File: src/rtl/finite_mod_accum.sv
// Two-stage modular accumulator over Z_M: stage 1 reduces the step mod M, stage 2 accumulates and flags wrap.
// Optional wrap counter on __out1 enabled by defining FINITE_MOD_ACCUM_WRAPCNT_EN.
module finite_mod_accum #(
    parameter int W  = 7,
    parameter int M  = 100,
    parameter int CW = 8
) (
    input  logic          clk,
    input  logic          rst,
    input  logic [W+1:0]  __in0,
    output logic [W:0]    __out0
`ifdef FINITE_MOD_ACCUM_WRAPCNT_EN
    ,
    output logic [CW-1:0] __out1
`endif
);

    generate
        if (M < 2 || longint'(M) > (longint'(1) << W)) begin : g_bad_modulus
            $error("finite_mod_accum: M must satisfy 2 <= M <= 2**W");
        end
        if (CW < 1) begin : g_bad_cw
            $error("finite_mod_accum: CW must be at least 1");
        end
    endgenerate

    // M may equal 2**W, so it needs one bit more than the data path.
    localparam logic [W:0] MOD_W = (W+1)'(M);

    function automatic logic [W-1:0] mod_reduce(input logic [W-1:0] d);
        return W'({1'b0, d} % MOD_W);
    endfunction

    // Returns {wrap, (a + b) mod M}; both operands are already below M.
    function automatic logic [W:0] mod_add(input logic [W-1:0] a, input logic [W-1:0] b);
        logic [W:0] sum;
        sum = {1'b0, a} + {1'b0, b};
        if (sum >= MOD_W) begin
            return {1'b1, W'(sum - MOD_W)};
        end
        return {1'b0, sum[W-1:0]};
    endfunction

    logic         load_p1;
    logic         vld_p1;
    logic [W-1:0] r_p1;
    logic [W-1:0] acc_p2;
    logic         wrap_p2;

    // Stage 1: capture command and reduce the step into [0, M-1]
    always_ff @(posedge clk) begin
        if (rst) begin
            load_p1 <= 1'b0;
            vld_p1  <= 1'b0;
            r_p1    <= '0;
        end else begin
            load_p1 <= __in0[W+1];
            vld_p1  <= __in0[W];
            r_p1    <= mod_reduce(__in0[W-1:0]);
        end
    end

    // Stage 2: load has priority over accumulate; wrap is a single-cycle pulse
    always_ff @(posedge clk) begin
        if (rst) begin
            acc_p2  <= '0;
            wrap_p2 <= 1'b0;
        end else if (load_p1) begin
            acc_p2  <= r_p1;
            wrap_p2 <= 1'b0;
        end else if (vld_p1) begin
            {wrap_p2, acc_p2} <= mod_add(acc_p2, r_p1);
        end else begin
            wrap_p2 <= 1'b0;
        end
    end

    assign __out0 = {wrap_p2, acc_p2};

`ifdef FINITE_MOD_ACCUM_WRAPCNT_EN
    logic [CW-1:0] wrap_cnt_p2;
    logic [W:0]    add_res;

    assign add_res = mod_add(acc_p2, r_p1);

    always_ff @(posedge clk) begin
        if (rst || load_p1) begin
            wrap_cnt_p2 <= '0;
        end else if (vld_p1 && add_res[W]) begin
            wrap_cnt_p2 <= wrap_cnt_p2 + 1'b1;
        end
    end

    assign __out1 = wrap_cnt_p2;
`endif

endmodule
File: config.mk
export PLATFORM = sky130hd
export DESIGN_NAME = finite_mod_accum
export DESIGN_NICKNAME = d
export VERILOG_FILES = /design/src/rtl/finite_mod_accum.sv
export SDC_FILE = /design/constraint.sdc
export NUM_CORES = 1
export LEC_CHECK = 0
export CAP_MARGIN = 15
export CORE_ASPECT_RATIO = 0.8
export CORE_MARGIN = 5
export CORE_UTILIZATION = 50
export CTS_CLUSTER_DIAMETER = 40
export DETAILED_ROUTE_END_ITERATION = 7
export GPL_TIMING_DRIVEN = 0
export PLACE_DENSITY_LB_ADDON = 0.3
export SLEW_MARGIN = 30
export SYNTH_ARGS = -nofsm -noshare
export SYNTH_HDL_FRONTEND = slang
export SYNTH_SLANG_ARGS = --single-unit
File: constraint.sdc
create_clock -name clk -period 4.1 [get_ports clk]
set_input_delay 1.025 -clock clk [delete_from_list [all_inputs] [get_ports clk]]
set_output_delay 1.025 -clock clk [all_outputs]
set_load 0.01 [all_outputs]
==> flow_metrics.py <==
metrics = {
    "synth": {
        "synth_area_sq_mm": 0.00125,
        "synth_seq_cells": 17,
        "synth_edf_count": 0,
        "syn_area_per_cell_sq_um": 8.31,
        "synth_seq_area_share_pct": 27.3,
        "synth_top_area_share_pct": 27.3,
        "ys_types": 47,
        "synth.area.top_cells": "dfxtp_1 (27%), ha_1 (11%), nor2_1 (4.5%), a21oi_1 (4.4%), inv_1 (3.3%)",
        "synth_warnings": 0,
        "synth_nets": 173,
        "synthFlopType": "dfxtp_1",
        "yosysTopAreaCell": "dfxtp_1",
        "synthArstFlopShare_pct": 0,
        "syn_inst": 150,
    },
    "routing": {
        "drc_errors": 0,
        "finalWirelength_mm": 2.90,
        "vias": 1144,
        "drtAntennaViolNets": 0,
        "via_per_inst": 5.50,
        "wire_per_inst_um": 13.9,
        "drtPass1Iterations": 4,
        "drt_iter0_drc": 20,
    },
    "timing": {
        "fin_crit_ns": 2.64,
        "fin_crit_sh_pct": 64.4,
        "finalMaxSlewViolations": 0,
        "tns_ns": 0,
        "skew_ns": 0.00179,
        "worstMarginPinSlew_ns": 0.543,
        "slew_headroom_pct": 63.8,
        "rsz0062_at_grt": "false",
        "worst_slack_ns": 1.46,
        "max_clock_freq_ghz": 0.379,
        "final_hold_viol_count": 0,
        "setup_viol": 0,
    },
    "outcome": {
        "status": "complete, no violations",
    },
    "grt": {
        "grt_pass1_wl_mm": 5.00,
        "grt_overflow": 0,
        "antenna_found_initial": 0,
        "grt.total_usage_pct": 18.4,
        "grt_max_degree": 11,
        "grt_pass1_vias": 1117,
    },
    "critical_path": {
        "r2r_end": "acc_p2[3]$_SDFFE_PP0P_",
        "rr_startpoint": "acc_p2[1]$_SDFFE_PP0P_",
        "start_kind": "register",
        "crit_top_cell": "ha_1",
        "crit_required_ns": 4.33,
        "worstPathArrival_ns": 2.87,
        "slowest_stage": "or4_1",
        "slowest_delay_ns": 0.40,
        "r2r_slack_ns": 1.46,
        "rr_worst_depth": 9,
        "crit_fanout": 5,
        "setup.worst_path.end_class": "register",
        "path_buf_inv": 0,
        "crit_family": "compound AO/OA/AOI/OAI gates",
        "path_cells": "ha_1 > a21o_1 > a21oi_1 > xor2_1 > ha_1 > o21ai_0 > o21a_4 > or4_1 > nand4_1",
        "critPathKind": "register to register",
    },
    "clocking": {
        "cts-buffers-inserted": 3,
        "clkLatencyLatePin_ns": 0.29,
        "cts_sinks": 17,
        "cts_tree": "done",
        "cts_setup_buffers": 0,
        "root_buffer": "clkbuf_4",
        "ctsHoldBuffers": 0,
        "htree_levels": 1,
        "cts-resized-gates": 0,
        "clk_pin_slew_worst_paths_ns": 0.09,
        "clk_path_buf_depth": 2,
    },
    "hold_path": {
        "hold_path_class": "register to register",
        "whs_path_depth": 2,
        "holdPathEnd": "acc_p2[0]$_SDFFE_PP0P_",
        "worstHoldStart": "r_p1[0]$_SDFF_PP0_",
    },
    "power": {
        "p_leak_nw": 0.620,
        "powerDensity_mw_per_mm2": 298,
        "vdd_drop_max_v": 0.000262,
    },
    "placement": {
        "numPortBuffers": 18,
        "dp_slack_ns": 1.37,
        "hpwl_mm": 2.35,
        "place_congestion": 0.903,
    },
    "floorplan": {
        "row_count": 16,
        "ios": 19,
        "die_w_um": 65.8,
        "core_area_sq_mm": 0.00242,
        "dieArea_sq_mm": 0.00360,
        "initial_core_util_pct": 51.4,
        "die_h_um": 54.7,
    },
    "final_layout": {
        "drive_gt1_share_pct": 7.56,
        "nFillCells": 227,
        "fin_nets": 196,
        "regArea_sq_um": 340,
        "area_delta_synth_final_pct": 20.2,
        "multi_input_area_sq_um": 838,
        "antenna_cells": 0,
    },
    "job": {
        "maxCapViolations": 0,
    },
}
## area by class of cell
type,instances,share of cell area (%)
inverters,11,2.76
clock buffers,4,1.75
multi-input cells,117,56.0
well taps,36,3.01
repair buffers,18,12.0
plain buffers,5,1.75
flip-flops and latches,17,22.7
## power by group
group | total [mW] | switching, mW | internal, mW
Combinational | 0.170 | 0.0934 | 0.0770
Clock | 0.0900 | 0.0522 | 0.0378
Sequential | 0.186 | 0.00923 | 0.177
Total | 0.447 | 0.155 | 0.292
## cell families after synthesis
| group | synth area share, % |
|---|---|
| AO/OA/AOI/OAI | 23.7 |
| XOR/XNOR | 4.22 |
| adder cells (fa/ha/maj) | 12.7 |
| buffers and inverters | 5.42 |
| flip-flops | 27.3 |
| multiplexers | 2.41 |
| AND/OR/NAND/NOR | 24.3 |
## worst reg2reg max path: stages, from the launching register on
cell     delay (ns)
dfxtp_1        0.35
ha_1           0.29
a21o_1         0.20
a21oi_1        0.17
xor2_1         0.37
ha_1           0.30
o21ai_0        0.16
o21a_4         0.24
or4_1          0.40
nand4_1        0.10
## stage by stage
stage | hold slack [ns] | area (sq um) | util [%] | power [mW] | std cells
floorplan | 0.463 | 1250 | - | 0.306 | 150
global placement | 0.482 | 1470 | 60.7 | 0.354 | 204
detailed placement | 0.512 | 1470 | 60.7 | 0.357 | 204
CTS | 0.536 | 1500 | 61.8 | 0.449 | 208
global route | 0.549 | 1500 | 61.8 | 0.482 | 208
finish | 0.532 | 1500 | 61.8 | 0.447 | 208
## flip-flops by register name (all words and copies together) (netlist names)
name / cells
acc_p2: 7
load_p1: 1
r_p1: 7
vld_p1: 1
wrap_p2: 1
## synth_stat cells, drive strengths merged (3+ instances only)
cell type  instances
ha                11
o21ai              9
nand3              6
nand2b             3
dfxtp             17
nor2b              4
xor2               3
nor2              15
xnor2              3
nor3b              5
clkbuf             3
mux2i              3
nand4              3
inv               11
a21oi             11
nand2              7
## placed cells by master, fill, tap and decap left out, drive strengths merged, types with 3 or more instances in the layout
master	count
nand3	6
xor2	3
xnor2	3
nand4	3
nor2	15
ha	11
mux2i	3
nor3b	5
nand2	7
clkdlybuf4s50	18
inv	11
nand2b	3
o21ai	9
nor2b	4
a21oi	11
dfxtp	17
clkbuf	7
## routing by layer
metal	track usage (%)	part of all wire, %	vias up
li1	-	-	590
met1	23.7	50	527
met2	29.6	44	25
met3	4.72	4.6	2
met4	6.90	0.76	0
met5	0	0	-
## worst max path at each step
stage / endpoint / slack [ns] / startpoint / cells after the start
final: acc_p2[3]$_SDFFE_PP0P_ / 1.46 / acc_p2[1]$_SDFFE_PP0P_ / 9
after global routing: acc_p2[5]$_SDFFE_PP0P_ / 1.24 / acc_p2[1]$_SDFFE_PP0P_ / 9
after CTS: acc_p2[3]$_SDFFE_PP0P_ / 1.46 / acc_p2[1]$_SDFFE_PP0P_ / 9
after detailed placement: r_p1[3]$_SDFF_PP0_ / 1.37 / __in0[3] / 8
after global placement: r_p1[4]$_SDFF_PP0_ / 1.39 / __in0[2] / 8
after floorplan: acc_p2[3]$_SDFFE_PP0P_ / 1.69 / acc_p2[1]$_SDFFE_PP0P_ / 9
(Power assumes the default switching activity.)
